===== config.mk =====
export PLATFORM = sky130hd
export DESIGN_NAME = button_debouncer_bank
export DESIGN_NICKNAME = d
export VERILOG_FILES = /design/src/rtl/debouncer_pkg.sv /design/src/rtl/debounce_channel.sv /design/src/rtl/button_debouncer_bank.sv
export SDC_FILE = /design/constraint.sdc
export NUM_CORES = 1
export LEC_CHECK = 0
export ABC_AREA = 1
export CAP_MARGIN = 10
export CORE_UTILIZATION = 55
export DETAILED_ROUTE_END_ITERATION = 16
export PLACE_DENSITY_LB_ADDON = 0.12
export SYNTH_ARGS = -nofsm -noshare
export SYNTH_HDL_FRONTEND = slang
export SYNTH_SLANG_ARGS = --single-unit

===== constraint.sdc =====
create_clock -name clk -period 6.8 [get_ports clk]
set_input_delay 0.68 -clock clk [delete_from_list [all_inputs] [get_ports clk]]
set_output_delay 0.68 -clock clk [all_outputs]
set_load 0.01 [all_outputs]

===== src/rtl/debouncer_pkg.sv =====
// Shared definitions for the button debouncer bank: channel state encoding,
// 50 MHz default timing and a width helper.
package debouncer_pkg;

   typedef enum logic [2:0] {
      IDLE    = 3'd0,
      PRESS   = 3'd1,
      PULSE   = 3'd2,
      HELD    = 3'd3,
      RELEASE = 3'd4,
      LOCK    = 3'd5
   } state_t;

   localparam int DEF_DEBOUNCE_CYCLES     = 50000;
   localparam int DEF_REPEAT_DELAY_CYCLES = 25000000;
   localparam int DEF_REPEAT_RATE_CYCLES  = 5000000;

   function automatic int clog2(input int value);
      int result;
      int rem;
      result = 0;
      rem    = value - 1;
      while (rem > 0) begin
         result = result + 1;
         rem    = rem >> 1;
      end
      return result;
   endfunction

endpackage


===== src/rtl/debounce_channel.sv =====
// One button channel: 2-flop synchroniser, debounce/typematic FSM with a
// debounce counter and an auto-repeat counter, registered pulse and level.
module debounce_channel
   import debouncer_pkg::*;
#(
   parameter int DEBOUNCE_CYCLES     = DEF_DEBOUNCE_CYCLES,
   parameter int REPEAT_DELAY_CYCLES = DEF_REPEAT_DELAY_CYCLES,
   parameter int REPEAT_RATE_CYCLES  = DEF_REPEAT_RATE_CYCLES
) (
   input  logic clk,
   input  logic reset,
   input  logic block,
   input  logic repeat_en,
   input  logic btn_in,
   output logic pulse_next,
   output logic btn_pulse,
   output logic btn_level
);

   // Repeat intervals below 2 would allow back-to-back pulses.
   localparam int DELAY_EFF = (REPEAT_DELAY_CYCLES < 2) ? 2 : REPEAT_DELAY_CYCLES;
   localparam int RATE_EFF  = (REPEAT_RATE_CYCLES < 2) ? 2 : REPEAT_RATE_CYCLES;
   localparam int MAX_A     = (DEBOUNCE_CYCLES > DELAY_EFF) ? DEBOUNCE_CYCLES : DELAY_EFF;
   localparam int MAX_ALL   = (MAX_A > RATE_EFF) ? MAX_A : RATE_EFF;
   localparam int CNT_W     = clog2(MAX_ALL) + 1;

   localparam logic [CNT_W-1:0] DEB_T      = CNT_W'(DEBOUNCE_CYCLES);
   localparam logic [CNT_W-1:0] DEB_LAST_T = CNT_W'(DEBOUNCE_CYCLES - 1);
   localparam logic [CNT_W-1:0] DELAY_T    = CNT_W'(DELAY_EFF);
   localparam logic [CNT_W-1:0] RATE_T     = CNT_W'(RATE_EFF);
   localparam logic [CNT_W-1:0] ONE        = CNT_W'(1);

   function automatic logic [CNT_W-1:0] sat_inc(input logic [CNT_W-1:0] v);
      return (v == '1) ? v : v + 1'b1;
   endfunction

   logic             sync_meta;
   logic             sync_s;
   state_t           state;
   state_t           state_next;
   logic [CNT_W-1:0] cnt;
   logic [CNT_W-1:0] cnt_next;
   logic [CNT_W-1:0] rep_cnt;
   logic [CNT_W-1:0] rep_cnt_next;
   logic [CNT_W-1:0] rep_target;
   logic             rep_phase;
   logic             rep_phase_next;
   logic             level_next;

   always_ff @(posedge clk or posedge reset) begin
      if (reset) begin
         sync_meta <= 1'b0;
         sync_s    <= 1'b0;
      end else begin
         sync_meta <= btn_in;
         sync_s    <= sync_meta;
      end
   end

   // rep_phase: 0 while waiting out the initial delay, 1 once repeating at the rate.
   always_comb begin
      state_next     = state;
      cnt_next       = cnt;
      rep_cnt_next   = rep_cnt;
      rep_phase_next = rep_phase;
      pulse_next     = 1'b0;
      level_next     = 1'b0;
      rep_target     = rep_phase ? RATE_T : DELAY_T;
      case (state)
         IDLE: begin
            if (sync_s && !block) begin
               state_next = PRESS;
               cnt_next   = ONE;
            end
         end
         PRESS: begin
            if (!sync_s || block) begin
               state_next = IDLE;
            end else if (cnt == DEB_T) begin
               state_next = PULSE;
            end else begin
               cnt_next = sat_inc(cnt);
            end
         end
         PULSE: begin
            pulse_next     = 1'b1;
            level_next     = 1'b1;
            rep_cnt_next   = '0;
            rep_phase_next = 1'b0;
            state_next     = HELD;
         end
         HELD: begin
            level_next = 1'b1;
            if (block) begin
               state_next = LOCK;
               cnt_next   = '0;
            end else if (!sync_s) begin
               state_next = RELEASE;
               cnt_next   = ONE;
            end else if (repeat_en) begin
               if (sat_inc(rep_cnt) == rep_target) begin
                  pulse_next     = 1'b1;
                  rep_cnt_next   = '0;
                  rep_phase_next = 1'b1;
               end else begin
                  rep_cnt_next = sat_inc(rep_cnt);
               end
            end else begin
               rep_cnt_next   = '0;
               rep_phase_next = 1'b0;
            end
         end
         RELEASE: begin
            level_next = 1'b1;
            if (block) begin
               state_next = LOCK;
               cnt_next   = '0;
            end else if (sync_s) begin
               state_next = HELD;
            end else if (cnt == DEB_T) begin
               state_next = IDLE;
            end else begin
               cnt_next = sat_inc(cnt);
            end
         end
         LOCK: begin
            if (!sync_s && !block) begin
               if (cnt == DEB_LAST_T) begin
                  state_next = IDLE;
                  cnt_next   = '0;
               end else begin
                  cnt_next = sat_inc(cnt);
               end
            end else begin
               cnt_next = '0;
            end
         end
         default: begin
            state_next     = IDLE;
            cnt_next       = '0;
            rep_cnt_next   = '0;
            rep_phase_next = 1'b0;
         end
      endcase
   end

   always_ff @(posedge clk or posedge reset) begin
      if (reset) begin
         state     <= IDLE;
         cnt       <= '0;
         rep_cnt   <= '0;
         rep_phase <= 1'b0;
         btn_pulse <= 1'b0;
         btn_level <= 1'b0;
      end else begin
         state     <= state_next;
         cnt       <= cnt_next;
         rep_cnt   <= rep_cnt_next;
         rep_phase <= rep_phase_next;
         btn_pulse <= pulse_next;
         btn_level <= level_next;
      end
   end

endmodule


===== src/rtl/button_debouncer_bank.sv =====
// Bank of independent debounced button channels with a shared block input
// and a registered any-pulse summary.
module button_debouncer_bank
   import debouncer_pkg::*;
#(
   parameter int NUM_BTNS            = 4,
   parameter int DEBOUNCE_CYCLES     = DEF_DEBOUNCE_CYCLES,
   parameter int REPEAT_DELAY_CYCLES = DEF_REPEAT_DELAY_CYCLES,
   parameter int REPEAT_RATE_CYCLES  = DEF_REPEAT_RATE_CYCLES
) (
   input  logic                clk,
   input  logic                reset,
   input  logic                block,
   input  logic [NUM_BTNS-1:0] repeat_en,
   input  logic [NUM_BTNS-1:0] btn_in,
   output logic [NUM_BTNS-1:0] btn_pulse,
   output logic [NUM_BTNS-1:0] btn_level,
   output logic                any_pulse
);

   logic [NUM_BTNS-1:0] pulse_next;

   for (genvar g = 0; g < NUM_BTNS; g++) begin : g_chan
      debounce_channel #(
         .DEBOUNCE_CYCLES    (DEBOUNCE_CYCLES),
         .REPEAT_DELAY_CYCLES(REPEAT_DELAY_CYCLES),
         .REPEAT_RATE_CYCLES (REPEAT_RATE_CYCLES)
      ) u_chan (
         .clk       (clk),
         .reset     (reset),
         .block     (block),
         .repeat_en (repeat_en[g]),
         .btn_in    (btn_in[g]),
         .pulse_next(pulse_next[g]),
         .btn_pulse (btn_pulse[g]),
         .btn_level (btn_level[g])
      );
   end

   // Built from the channels' next-pulse terms so it lands in the same cycle as btn_pulse.
   always_ff @(posedge clk or posedge reset) begin
      if (reset) begin
         any_pulse <= 1'b0;
      end else begin
         any_pulse <= |pulse_next;
      end
   end

endmodule


==> summary.log <==
[global_routing] fraction of met1 tracks used by global routing 42.4%
[worst_setup_path] data required time at the worst endpoint 7310 ps
[worst_setup_path] count of buffer and inverter cells on the critical path 5
[die] Core Region 0.0309 mm²
[worst_setup_path] critical path fanouts, max 26
[worst_setup_path] Max stage delay on crit path 750 ps
[global_routing] antenna violations before repair 0
[global_routing] Most Crowded Layer GR met2
[sta] clock period minus final worst setup slack 3750 ps
[sta] Fin Hold WS 336 ps
[sta] total negative setup slack 0 ps
[cts] Post CTS Setup Buffer Count 0
[global_routing] GRT Overall Usage 29.7%
[layout] Antenna Cells 0
[sta] slack of the critical path 3050 ps
[power_and_ir_drop] Worst VDD drop 273 µV
[power_and_ir_drop] PnR Total Power 5.35 mW
[sta] Slew Limit Fails 0
[detailed_routing] Starting DRT DRC Count 1733
[detailed_routing] detailed-route via count 17824
[power_and_ir_drop] static power due to leakage 8.61 nW
[power_and_ir_drop] power density of the placed cells 283 mW/mm²
[global_routing] vias in the first global route 16808
[worst_setup_path] signal arrival time at the worst endpoint 4260 ps
[logic_synthesis] sequential share of the synthesized area 34.6%
[cts] number of sinks on the clock net 241
[worst_setup_path] most common cell type on the critical path inv_1
[placement] global placement routability congestion 0.945
[worst_setup_path] crit end category flop
[worst_setup_path] critical path startpoint block
[detailed_routing] average via count per standard cell 5.74
[cts] hold buffer count at CTS 0
[detailed_routing] Pre-Repair DR Iteration Count 6
[logic_synthesis] mapped cell area 0.0174 mm²
[sta] Max Clock Freq 267 MHz
[sta] Slew Limit Headroom 34.8%
[sta] Setup Skew 15.2 ps
[logic_synthesis] Area contributors post-synth dfrtp_1 (35%), nand2_1 (15%), inv_1 (7.6%)
[global_routing] first-pass GRT wire length 81300 µm
[cts] clock-pin transition on the worst setup and hold timing paths 60 ps
[global_routing] met2 demand-to-capacity share in global routing 48.0%
[cts] TritonCTS clock tree done
[die] row count 64
[logic_synthesis] area leader, netlist dfrtp_1
[cts] htree depth 1
[cts] library cell used as clock root buffer clkbuf_16
[worst_hold_path] HP Start g_chan[0].u_chan.sync_meta
[layout] P&R area growth vs syn 8.57%
[detailed_routing] Avg WL per Cell 15.3 µm
[global_routing] met3 routing resource usage after global routing 3.56%
[logic_synthesis] number of unique standard cell types used by synthesis 50
[die] width of the die 180 µm
[detailed_routing] DRC errors left 0
[placement] port bufs 19
[logic_synthesis] share of Yosys cell area claimed by the top area cell type 34.6%
[logic_synthesis] total nets after synthesis 2708
[layout] fillcell total 2894
[cts] maximum clock insertion buffer count 3
[layout] fraction of final layout cells with drive strength greater than 1 4.43%
[flow_run] max_cap viols 0
[layout] net count reported at finish 2710
[sta] endpoints failing setup 0
[sta] actual transition at the worst max-transition pin 974 ps
[sta] number of endpoints with negative hold slack in the final report 0
[logic_synthesis] Synth Instances 2685
[sta] final period utilization 55.1%
[logic_synthesis] flip-flop and latch count after synthesis 241
[outcome] status finished, final reports clean
[worst_setup_path] critical path, cell by cell clkdlybuf4s50_1 > buf_4 > nor2_1 > nand2_1 > nor2_1 > a21oi_1 > inv_1 > nor3_4 > inv_1 > nor2_2 > inv_1 > o21ai_1 > o21a_1
[die] Starting Density 56.4%
[worst_setup_path] critical path start-end classification input port to flop
[worst_setup_path] r2r startpoint g_chan[0].u_chan.rep_cnt[0]
[die] overall die height 180 µm
[placement] Place WS 2520 ps
[worst_setup_path] worst-path cell with the longest stage delay nor3_4
[sta] unrepaired setup endpoints after global routing false
[detailed_routing] DRT Wirelength 47600 µm
[worst_setup_path] startpoint types input port
[cts] Resized cells post-CTS 0
[logic_synthesis] Syn. warnings 0
[die] Total Die Area 0.0324 mm²
[logic_synthesis] mean cell area of the mapped netlist 6.50 µm²
[worst_setup_path] kind of cell adding the most delay to the critical path simple AND/OR/NAND/NOR gates
[detailed_routing] final antenna-violating net count 0
[placement] total half-perimeter wirelength after legalization and detailed placement 34200 µm
[worst_hold_path] path category of the worst min-delay check flop to flop
[die] num ports 20
[cts] total CTS buffers 30
[global_routing] global route overflow 0
[cts] latest clock arrival within the worst-skew pair 580 ps
[global_routing] largest net degree at the start of global routing 177
[worst paths after layout]
kind                                                end  slack [ps]  cells after the start
hold reg to reg                 g_chan[0].u_chan.sync_s         340                      0
min in group asynchronous   g_chan[3].u_chan.rep_cnt[7]         510                      2
hold / removal                  g_chan[0].u_chan.sync_s         340                      0
setup / recovery                g_chan[0].u_chan.cnt[5]        3050                     13
max in group asynchronous      g_chan[1].u_chan.cnt[13]        4970                      3
setup reg to reg           g_chan[0].u_chan.rep_cnt[18]        3340                     15
[worst register-to-register path: cells and delay by family (launching register included)]
family                     cells  cell delay [ps]
buffers and inverters          2              500
AOI/OAI and AO/OA              1              100
and+or+nand+nor               11             2040
DFF                            1              420
adders and majority gates      1              270
[metal layers]
layer | routed length [µm] | share of wire [%]
met1 | 22400 | 47
met2 | 21500 | 45
met3 | 2650 | 5.6
met4 | 1020 | 2.1
met5 | 0 | 0
[flip-flops by register name, indices dropped and copies added (netlist names), 4 cells and up]
signal / count
g_chan.u_chan.sync_meta: 4
g_chan.u_chan.rep_phase: 4
g_chan.u_chan.cnt: 104
g_chan.u_chan.sync_s: 4
g_chan.u_chan.rep_cnt: 104
g_chan.u_chan.btn_level: 4
g_chan.u_chan.btn_pulse: 4
g_chan.u_chan.state: 12
[metrics by stage]
stage / area [µm²] / util [%] / cells
3_5_place_dp: 17900 / 57.9 / 3050
4_1_cts: 18900 / 61.2 / 3104
5_1_grt: 18900 / 61.3 / 3105
2_1_floorplan: 17500 / - / 2685
6_report: 18900 / 61.3 / 3105
3_3_place_gp: 17900 / 57.9 / 3050
[synth_stat cells, drive strengths merged]
| library cell | count |
|---|---|
| nand3b | 11 |
| ha | 12 |
| buf | 23 |
| nor3b | 5 |
| o211ai | 10 |
| xor2 | 65 |
| a31oi | 6 |
| a22oi | 7 |
| nor2 | 375 |
| nand3 | 258 |
| a21o | 1 |
| dfrtp | 241 |
| o21a | 5 |
| o22ai | 52 |
| a21oi | 124 |
| o2111ai | 5 |
| o221ai | 2 |
| nand4 | 84 |
| a32o | 1 |
| o21ai | 190 |
| and2 | 1 |
| inv | 361 |
| clkbuf | 34 |
| nor4 | 18 |
| nand2 | 715 |
| or2 | 4 |
| o41ai | 3 |
| xnor2 | 4 |
| clkinv | 5 |
| nor3 | 54 |
| a211oi | 2 |
| o2bb2ai | 1 |
| a2bb2oi | 3 |
| o31ai | 3 |
[final cells by class]
| class | count | area (µm²) | area share (%) |
|---|---|---|---|
| tap | 396 | 495 | 2.62 |
| clock inverter | 9 | 90.1 | 0.476 |
| sequential | 241 | 6030 | 31.8 |
| inverter | 366 | 1380 | 7.27 |
| timing repair buffer | 27 | 267 | 1.41 |
| multi-input combinational | 2021 | 9740 | 51.4 |
| clock buffer | 45 | 938 | 4.95 |
[placed cells by master (no fill, tap or decap), drive strengths merged, types with 54 or more instances in the layout]
| cell type | Yosys | routed |
|---|---|---|
| nand2 | 715 | 715 |
| nor2 | 375 | 375 |
| inv | 361 | 361 |
| nand3 | 258 | 258 |
| dfrtp | 241 | 241 |
| o21ai | 190 | 190 |
| a21oi | 124 | 124 |
| nand4 | 84 | 84 |
| xor2 | 65 | 65 |
| nor3 | 54 | 54 |
[kinds of logic (layout without fill, tap and decap cells)]
group	after synthesis	count (layout)	synth area share (%)
buffers and inverters	423	447	9.64
adders and majority gates	12	12	0.861
DFF	241	241	34.6
and+or+nand+nor	1525	1525	38.4
AOI/OAI and AO/OA	415	415	13.1
xor gates and xnor gates	69	69	3.46
[report_power, final]
group / internal, mW / total [mW] / leakage [nW] / switching, mW
combinational: 0.495 / 1.87 / 4.80 / 1.37
sequential: 1.63 / 1.85 / 3.30 / 0.219
clock: 0.987 / 1.64 / 0.504 / 0.652
Note: power is estimated with default switching activity, not from simulation.
